File: config.mk
export PLATFORM = sky130hd
export DESIGN_NAME = lfsr_event_detector
export DESIGN_NICKNAME = d
export VERILOG_FILES = /design/src/rtl/lfsr_event_detector.sv
export SDC_FILE = /design/constraint.sdc
export NUM_CORES = 1
export LEC_CHECK = 0
export CAP_MARGIN = 20
export CORE_ASPECT_RATIO = 0.9
export CORE_MARGIN = 2
export CORE_UTILIZATION = 52
export CTS_CLUSTER_SIZE = 24
export DETAILED_ROUTE_END_ITERATION = 12
export PLACE_DENSITY = 0.94
export SETUP_SLACK_MARGIN = 0.4
export SLEW_MARGIN = 30
export SYNTH_ARGS = -nofsm -noshare
export SYNTH_HDL_FRONTEND = slang
export SYNTH_SLANG_ARGS = --single-unit
File: constraint.sdc
create_clock -name clk -period 3.1 [get_ports clk]
set_input_delay 0.775 -clock clk [delete_from_list [all_inputs] [get_ports clk]]
set_output_delay 0.775 -clock clk [all_outputs]
set_load 0.01 [all_outputs]
File: src/rtl/lfsr_event_detector.sv
// ---------------------------------------------------------------------------
// lfsr_event_detector
//
// Watches a free-running LFSR state stream and compares every sample against
// a programmable masked pattern. While armed, matches are counted; when the
// count reaches THRESH a fixed-length fire strobe is produced.
//
// Optional build macro: MATCH_WINDOW_EN
//   When defined, WINDOW consecutive non-matching cycles while armed discard
//   the accumulated match count (the detector stays armed).
//
// Ports:
//   clk          system clock, rising edge
//   rst          asynchronous active-low reset
//   lfsr_in      LFSR state, sampled every cycle
//   cfg_load     load pattern/mask (honoured only in IDLE)
//   pattern_in   pattern captured on cfg_load
//   mask_in      compare mask captured on cfg_load (1 = bit compared)
//   arm          IDLE -> ARMED request
//   disarm       ARMED -> IDLE request
//   clear        synchronous abort to IDLE, counters zeroed
//   hit          registered match flag
//   match_count  current match count
//   fire         high for HOLD_CYCLES cycles once the threshold is reached
//   state        FSM state: 0 IDLE, 1 ARMED, 2 FIRE
// ---------------------------------------------------------------------------
module lfsr_event_detector #(
    parameter int unsigned       WIDTH           = 20,
    parameter int unsigned       COUNT_W         = 8,
    parameter int unsigned       THRESH          = 4,
    parameter int unsigned       HOLD_CYCLES     = 16,
    parameter logic [WIDTH-1:0]  DEFAULT_PATTERN = 20'h00001,
    parameter int unsigned       WINDOW          = 64
) (
    input  logic               clk,
    input  logic               rst,
    input  logic [WIDTH-1:0]   lfsr_in,
    input  logic               cfg_load,
    input  logic [WIDTH-1:0]   pattern_in,
    input  logic [WIDTH-1:0]   mask_in,
    input  logic               arm,
    input  logic               disarm,
    input  logic               clear,
    output logic               hit,
    output logic [COUNT_W-1:0] match_count,
    output logic               fire,
    output logic [1:0]         state
);

    localparam int unsigned HOLD_W = (HOLD_CYCLES > 1) ? $clog2(HOLD_CYCLES) : 1;
    localparam logic [HOLD_W-1:0]  HOLD_LOAD = HOLD_W'(HOLD_CYCLES - 1);
    localparam logic [COUNT_W-1:0] THRESH_C  = COUNT_W'(THRESH);
    // A THRESH beyond the counter range can never be reached; the counter
    // then simply saturates instead of firing on a truncated value.
    localparam bit                 THRESH_OK = ((THRESH >> COUNT_W) == 0);

    typedef enum logic [1:0] {
        ST_IDLE  = 2'd0,
        ST_ARMED = 2'd1,
        ST_FIRE  = 2'd2
    } state_t;

    // Reject parameter values the datapath cannot represent.
    if ((THRESH < 1) || (HOLD_CYCLES < 1) || (WINDOW < 1)) begin : g_bad_params
        $error("lfsr_event_detector: THRESH, HOLD_CYCLES and WINDOW must be >= 1");
    end

    // Masked equality: only bits with mask=1 take part in the compare.
    function automatic logic masked_match(input logic [WIDTH-1:0] value,
                                          input logic [WIDTH-1:0] pattern,
                                          input logic [WIDTH-1:0] mask);
        return (((value ^ pattern) & mask) == {WIDTH{1'b0}});
    endfunction

    logic [WIDTH-1:0]   pattern_r;
    logic [WIDTH-1:0]   mask_r;
    logic               hit_r;
    state_t             state_r;
    state_t             state_s;
    logic [COUNT_W-1:0] count_r;
    logic [COUNT_W-1:0] count_s;
    logic [COUNT_W-1:0] count_inc_s;
    logic [HOLD_W-1:0]  hold_r;
    logic [HOLD_W-1:0]  hold_s;
    logic               fire_r;
`ifdef MATCH_WINDOW_EN
    localparam int unsigned INACT_W = $clog2(WINDOW + 1);
    logic [INACT_W-1:0] inact_r;
    logic [INACT_W-1:0] inact_s;
    logic [INACT_W-1:0] inact_inc_s;
`endif

    // Pattern/mask configuration, writable only while idle.
    always_ff @(posedge clk or negedge rst) begin
        if (!rst) begin
            pattern_r <= DEFAULT_PATTERN;
            mask_r    <= {WIDTH{1'b1}};
        end else if (cfg_load && (state_r == ST_IDLE)) begin
            pattern_r <= pattern_in;
            mask_r    <= mask_in;
        end
    end

    // Registered compare, evaluated in every state.
    always_ff @(posedge clk or negedge rst) begin
        if (!rst) begin
            hit_r <= 1'b0;
        end else begin
            hit_r <= masked_match(lfsr_in, pattern_r, mask_r);
        end
    end

    // Next-state, match counter and hold counter decode.
    always_comb begin
        state_s     = state_r;
        count_s     = count_r;
        hold_s      = hold_r;
        count_inc_s = (count_r == {COUNT_W{1'b1}}) ? count_r : (count_r + COUNT_W'(1));
`ifdef MATCH_WINDOW_EN
        inact_s     = {INACT_W{1'b0}};
        inact_inc_s = inact_r + INACT_W'(1);
`endif
        if (clear) begin
            state_s = ST_IDLE;
            count_s = {COUNT_W{1'b0}};
            hold_s  = {HOLD_W{1'b0}};
        end else begin
            case (state_r)
                ST_IDLE: begin
                    count_s = {COUNT_W{1'b0}};
                    // disarm outranks arm even when idle
                    if (disarm) begin
                        state_s = ST_IDLE;
                    end else if (arm) begin
                        state_s = ST_ARMED;
                    end else begin
                        state_s = ST_IDLE;
                    end
                end
                ST_ARMED: begin
                    if (disarm) begin
                        state_s = ST_IDLE;
                        count_s = {COUNT_W{1'b0}};
                    end else if (hit_r) begin
                        count_s = count_inc_s;
                        if (THRESH_OK && (count_inc_s == THRESH_C)) begin
                            state_s = ST_FIRE;
                            hold_s  = HOLD_LOAD;
                        end else begin
                            state_s = ST_ARMED;
                        end
                    end else begin
`ifdef MATCH_WINDOW_EN
                        if (inact_inc_s == INACT_W'(WINDOW)) begin
                            count_s = {COUNT_W{1'b0}};
                            inact_s = {INACT_W{1'b0}};
                        end else begin
                            inact_s = inact_inc_s;
                        end
`else
                        count_s = count_r;
`endif
                    end
                end
                ST_FIRE: begin
                    if (hold_r == {HOLD_W{1'b0}}) begin
                        state_s = ST_IDLE;
                        count_s = {COUNT_W{1'b0}};
                    end else begin
                        hold_s = hold_r - HOLD_W'(1);
                    end
                end
                default: begin
                    state_s = ST_IDLE;
                    count_s = {COUNT_W{1'b0}};
                    hold_s  = {HOLD_W{1'b0}};
                end
            endcase
        end
    end

    // FSM, counter and fire registers; fire tracks the FIRE state exactly.
    always_ff @(posedge clk or negedge rst) begin
        if (!rst) begin
            state_r <= ST_IDLE;
            count_r <= {COUNT_W{1'b0}};
            hold_r  <= {HOLD_W{1'b0}};
            fire_r  <= 1'b0;
        end else begin
            state_r <= state_s;
            count_r <= count_s;
            hold_r  <= hold_s;
            fire_r  <= (state_s == ST_FIRE);
        end
    end

`ifdef MATCH_WINDOW_EN
    // Inactivity counter, held at zero outside ARMED.
    always_ff @(posedge clk or negedge rst) begin
        if (!rst) begin
            inact_r <= {INACT_W{1'b0}};
        end else begin
            inact_r <= inact_s;
        end
    end
`endif

    assign hit         = hit_r;
    assign match_count = count_r;
    assign fire        = fire_r;
    assign state       = state_r;

endmodule

==> results of run 1 <==
==> cells in the final DEF (no fill, tap or decap), drive strengths merged, types with 6 or more instances in the layout <==
cell	count
a21oi	7
a22oi	10
a31oi	7
clkbuf	6
clkdlybuf4s50	76
dfrtp	35
dfstp	21
ha	7
inv	6
mux2	41
nand2	12
nand2b	6
nor2	8
o21ai	8
xor2	23
==> final cells by class <==
type / count / area (µm²) / area share
clock buffer: 6 / 72.57 / 0.01893
clock inverter: 2 / 16.27 / 0.004243
inverter: 7 / 26.28 / 0.006854
multi-input combinational: 175 / 1414 / 0.3688
sequential: 56 / 1428 / 0.3724
tap: 67 / 83.83 / 0.02187
timing repair buffer: 79 / 793.3 / 0.2069
==> power by group through the flow <==
stage          clock (W)  combinational [W]  sequential (W)
4_1_cts         0.000418           0.000267        0.000864
3_5_place_dp           0           0.000267        0.000877
3_3_place_gp           0           0.000256        0.000871
5_1_grt         0.000451           0.000288        0.000872
6_report        0.000407           0.000263        0.000864
2_1_floorplan          0           0.000137        0.000863
==> path summary, 6_finish.rpt <==
check                                            from  cells after the start                         to  slack [ns]
max                        match_count[0]$_DFFE_PN0P_                      6      hold_r[1]$_DFFE_PN0P_        0.80
min                                               rst                      1   pattern_r[8]$_DFFE_PN0P_        0.40
max reg2reg                match_count[0]$_DFFE_PN0P_                      6      hold_r[1]$_DFFE_PN0P_        0.80
min reg2reg                 pattern_r[11]$_DFFE_PN0P_                      1  pattern_r[11]$_DFFE_PN0P_        0.54
max in group asynchronous                         rst                      2   pattern_r[0]$_DFFE_PN1P_        1.85
min in group clk            pattern_r[11]$_DFFE_PN0P_                      1  pattern_r[11]$_DFFE_PN0P_        0.54
==> logic make-up (layout without fill, tap and decap cells) <==
| family | Yosys count | after routing |
|---|---|---|
| simple gates | 51 | 51 |
| compound gates | 49 | 49 |
| mux | 45 | 45 |
| xor+xnor | 23 | 23 |
| fa+ha+maj | 7 | 7 |
| flops | 56 | 56 |
| buf+inv | 15 | 94 |
==> metrics by stage <==
step,utilization,setup slack (ns),hold WS (ns)
after floorplan,-,1.083,0.4794
after global placement,0.7042,0.7463,0.5084
after detailed placement,0.7042,0.6484,0.5194
after CTS,0.7209,0.8151,0.4043
after global routing,0.7209,0.6610,0.4271
final,0.7209,0.8027,0.3980
==> sequential cells by signal, summed over array words and instances, names as in the netlist <==
| register | flops |
|---|---|
| state | 2 |
| fire | 1 |
| hit | 1 |
| match_count | 8 |
| mask_r | 20 |
| hold_r | 4 |
| pattern_r | 20 |
==> per-layer routing <==
| layer | global-route usage | routed length (µm) | up-vias |
|---|---|---|---|
| li1 | - | - | 1044 |
| met1 | 0.2761 | 2631 | 1064 |
| met2 | 0.3790 | 3164 | 91 |
| met3 | 0.06355 | 517 | 6 |
| met4 | 0.06557 | 46 | 0 |
| met5 | 0 | 0 | - |
==> worst max-delay path, delay by kind of cell (launching register included) <==
kind | cells | cell delay (ns)
compound gates | 2 | 0.54
fa+ha+maj | 1 | 0.32
flops | 1 | 0.50
mux | 1 | 0.15
simple gates | 2 | 0.66
==> results_dict.tcl, run 1 <==
set metrics [dict create \
    status "finished clean" \
    end_kind "register" \
    drv_cap 0 \
    vdd.ir_drop.worst_mv 0.3108 \
    hold_buffers 0 \
    synth.area.top_cells "dfrtp_1, dfstp_2, mux2_2" \
    power.switching_w 0.0003836 \
    synth_edf_count 0 \
    p_total_w 0.001533 \
    post-place-cells 384 \
    crit_path_max_incr_delay_ns 0.50 \
    async_reset_ff_frac 1.000 \
    cts_buffer_depth 2 \
    io_pins 78 \
    relSlewSlack 0.6777 \
    hold_class "in -> async" \
    ys_warn_count 0 \
    crit_path_cell_trace "ha_1 -> and4_1 -> and4_1 -> o22ai_1 -> o31a_1 -> mux2i_1" \
    cts_made_buffers 5 \
    area_growth_pct 32.13 \
    gp_congestion 0.9453 \
    postCtsSetupBuffers 0 \
    drtPass1Iterations 4 \
    drive_above_1_share 0.1785 \
    min_period_ns 2.297 \
    synth_cells 246 \
    die_area_um2 6194 \
    die_y_um 74.87 \
    cts_root_buffer "clkbuf_8" \
    max_freq_mhz 435.3 \
    synth_top_family_by_area "multiplexers" \
    yosysMostFrequentCell "dfrtp_1" \
    yosysSeqAreaShare 0.4920 \
    cp.required_ns 3.30 \
    grt_max_degree 38 \
    cpMostUsedCell "and4_1" \
    switching_share 0.2502 \
    cts_sinks 56 \
    power_density_nw_per_um2 400.0 \
    vias 2205 \
    nFillCells 386 \
    drc_errors 0 \
    crit_fanout 9 \
    placed_area_um2 3745 \
    power_frac_seq 0.563 \
    insertedDiodeCount 0 \
    worst_slew_pin_slew_ns 0.4834 \
    grt_usage 0.2220 \
    stdcell_count 392 \
    fin_area_um2 3834 \
    num_rows 25 \
    dpl.hpwl_mm 4.864 \
    synthTopCellsByCount "dfrtp_1, mux2_2, xor2_1" \
    synth_fa_ha_area_frac 0.03019 \
    finalCritPeriodShare 0.7411 \
    post_cts_resize_count 0 \
    syn_avg_cell_area_um2 11.79 \
    clk_pin_slew_ns 0.10 \
    rsz0062_at_grt "no" \
    synthXorXnorAreaFrac 0.06943 \
    ant_nets 0 \
    finalNetCount 397 \
    clock_latency_ns 0.32 \
    slew_viol_final 0 \
    synth_seq_cells 56 \
    leakagePower_nw 1.593 \
    internal-power_w 0.001150 \
    gr-total-overflow 0 \
    crit_slowest_cell "dfrtp_1" \
    via_per_inst 5.625 \
    tns_ns 0 \
    antenna_found_initial 0 \
    synth_fp_nets 319 \
    arrival_ns 2.49 \
    crit_type "reg -> reg" \
    drt-total-wl_mm 6.360 \
    h-tree-depth 2 \
    setup_viol 0 \
    grt_pass1_wl_mm 10.29 \
    synth_area_leader_cell "dfrtp_1" \
    grt_pass1_vias 2183 \
    cts_tree "yes" \
    yosysUniqueCellTypes 44 \
    synth_area_um2 2902 \
    worstSetupStartpointType "register" \
    fin_worst_skew_ns 0.009408 \
    io_buffers 77 \
    wl_per_cell_um 16.22 \
    hold_viol_final 0 \
    core_um2 5318 \
    synthFlopType "dfrtp_1" \
    synth_top_area_frac 0.3019 \
    synth-simple-area-share 0.09702 \
    pwr-share-comb 0.171 \
    synth_compound_area_frac 0.1169 \
    dr.first_iter.drc_count 100 \
    p_clk_frac 0.265 \
    synthMuxAreaShare 0.1729 \
    die_w_um 82.74 \
    start_util 0.5456 \
]
No activity file was read; power rests on OpenSTA's default activity.
==> inputs of run 2 (changes only) <==
CORE_UTILIZATION = 48   (was 52)
PLACE_DENSITY = 0.88   (was 0.94)
clock period = 2.3 ns   (was 3.1 ns; I/O delays follow)
==> run 2 against run 1 <==
Against the previous run:
- clock skew shrank 0.0018 ns
- hold slack got worse by 0.14 ns
- critical path depth is the same
- count of clock-buffer cells in the layout unchanged
- first-iteration DRC count rose by 31%
- routed wire length grew 7.3%
- critical path type unchanged
- largest cell class is now multi-input gates
- register-to-register slack worse by 0.37 ns
- die area grew 7.9%
- utilization increased by 0.11 points
- power is 44% higher
- clock power increased by 67%
- sequential share of layout area down 2.6 points
==> results_dict.tcl, run 2 (synthesis results as in run 1) <==
set metrics [dict create \
    drive_above_1_share 0.3121 \
    cts_tree "yes" \
    num_rows 26 \
    final_common_cell "clkdlybuf4s50_1" \
    gp_congestion 0.9063 \
    switching_share 0.2313 \
    min_period_ns 1.872 \
    worstSetupStartpointType "register" \
    power_frac_seq 0.527 \
    post-place-cells 389 \
    hold_viol_final 0 \
    arrival_ns 2.09 \
    internal-power_w 0.001693 \
    rsz0062_at_grt "yes" \
    power.switching_w 0.0005094 \
    ant_nets 0 \
    grt_usage 0.2000 \
    finalCritPeriodShare 0.8138 \
    holdWs_ns 0.2567 \
    tns_ns 0 \
    cts_sinks 56 \
    crit_type "reg -> reg" \
    drtPass1Iterations 4 \
    clk_pin_slew_ns 0.10 \
    p_clk_frac 0.308 \
    grt_use_met1 0.2622 \
    h-tree-depth 2 \
    hold_class "in -> async" \
    antenna_found_initial 0 \
    end_kind "register" \
    die_y_um 77.76 \
    insertedDiodeCount 0 \
    cts_buffer_depth 2 \
    start_util 0.5039 \
    grt_pass1_wl_mm 10.75 \
    area_growth_pct 43.29 \
    pwr-share-comb 0.165 \
    fin_worst_skew_ns 0.007607 \
    die_area_um2 6684 \
    io_buffers 77 \
    worst_slew_pin_slew_ns 0.5837 \
    vdd.ir_drop.worst_mv 0.3760 \
    status "finished clean" \
    power_density_nw_per_um2 529.7 \
    worstSetupStartpoint "match_count[1]$_DFFE_PN0P_" \
    drc_errors 0 \
    leakagePower_nw 1.773 \
    hold_buffers 0 \
    stdcell_count 416 \
    setup_viol 0 \
    top_usage_layer "met2" \
    drt-total-wl_mm 6.824 \
    wl_per_cell_um 16.40 \
    core_um2 5758 \
    grt_pass1_vias 2338 \
    slew_viol_final 0 \
    max_freq_mhz 534.2 \
    vias 2348 \
    relSlewSlack 0.6109 \
    finalNetCount 418 \
    rr_startpoint "match_count[1]$_DFFE_PN0P_" \
    nFillCells 412 \
    p_total_w 0.002202 \
    dpl.hpwl_mm 4.688 \
    gr-total-overflow 0 \
    die_w_um 85.96 \
    drv_cap 0 \
    mostFrequentLayoutCells "clkdlybuf4s50_1, dfrtp_1, mux2_2" \
    cp.required_ns 2.52 \
    grt_max_degree 41 \
    clock_latency_ns 0.31 \
    io_pins 78 \
    crit_fanout 5 \
    met2_usage 0.3333 \
    via_per_inst 5.644 \
    dr.first_iter.drc_count 131 \
    cts_root_buffer "clkbuf_8" \
    cts_made_buffers 5 \
    gr-usage-met3 0.05851 \
]
-- run 2: cell count changes in the layout (fill, tap and decap cells not counted), moves of 4 or more --
cell and delta:
dfrtp_1 -9, dfrtp_2 +9, buf_4 +21, clkdlybuf4s50_1 -4
ha_1 -4
-- run 2: metrics by stage --
step / worst slack, ns / utilization / instance area, µm²
after global routing: 0.3529 / 0.7221 / 4158
after detailed placement: 0.02074 / 0.6562 / 3779
final: 0.4282 / 0.7221 / 4158
after CTS: 0.3872 / 0.7003 / 4033
after global placement: 0.1433 / 0.6562 / 3779
after floorplan: 0.4090 / - / 2917
-- run 2: what timing repair did --
item,in CTS,in global routing
pin swaps,3,9
buffers inserted,9,10
setup endpoints to repair,23,19
resized for setup,20,15
-- run 2: layout make-up --
type / count / area, µm² / share of cell area
clock buffers: 6 / 82.58 / 0.01986
well taps: 70 / 87.58 / 0.02107
repair buffers: 100 / 957.2 / 0.2302
flip-flops and latches: 56 / 1439 / 0.3461
multi-input cells: 175 / 1526 / 0.3671
inverters: 7 / 26.28 / 0.006320
clock inverters: 2 / 38.79 / 0.009329
-- run 2: power groups by stage --
stage,combinational [W],sequential [W],clock (W)
final,0.000364,0.00116,0.000678
after floorplan,0.000184,0.00116,0
after detailed placement,0.000364,0.00118,0
after CTS,0.000368,0.00116,0.000696
after global placement,0.000353,0.00117,0
after global routing,0.000400,0.00117,0.000736
-- run 2: worst paths after layout --
check / endpoint / slack, ns / depth (start not counted)
max: fire$_DFF_PN0_ / 0.43 / 6
min reg2reg: match_count[5]$_DFFE_PN0P_ / 0.49 / 1
min in group clk: match_count[5]$_DFFE_PN0P_ / 0.49 / 1
max reg2reg: fire$_DFF_PN0_ / 0.43 / 6
max in group asynchronous: mask_r[19]$_DFFE_PN1P_ / 1.32 / 2
min: hold_r[2]$_DFFE_PN0P_ / 0.26 / 1
-- run 2: metal layers --
layer	vias up	part of all wire
li1	1091	-
met5	-	0
met1	1156	0.41
met3	4	0.072
met2	97	0.51
met4	0	0.0042
-- run 2: critical path: stages, from the launching register on --
cell	delay, ns
dfrtp_2	0.43
ha_4	0.18
and4_4	0.26
and4_4	0.23
nor2_1	0.05
or3_4	0.40
a311oi_2	0.24
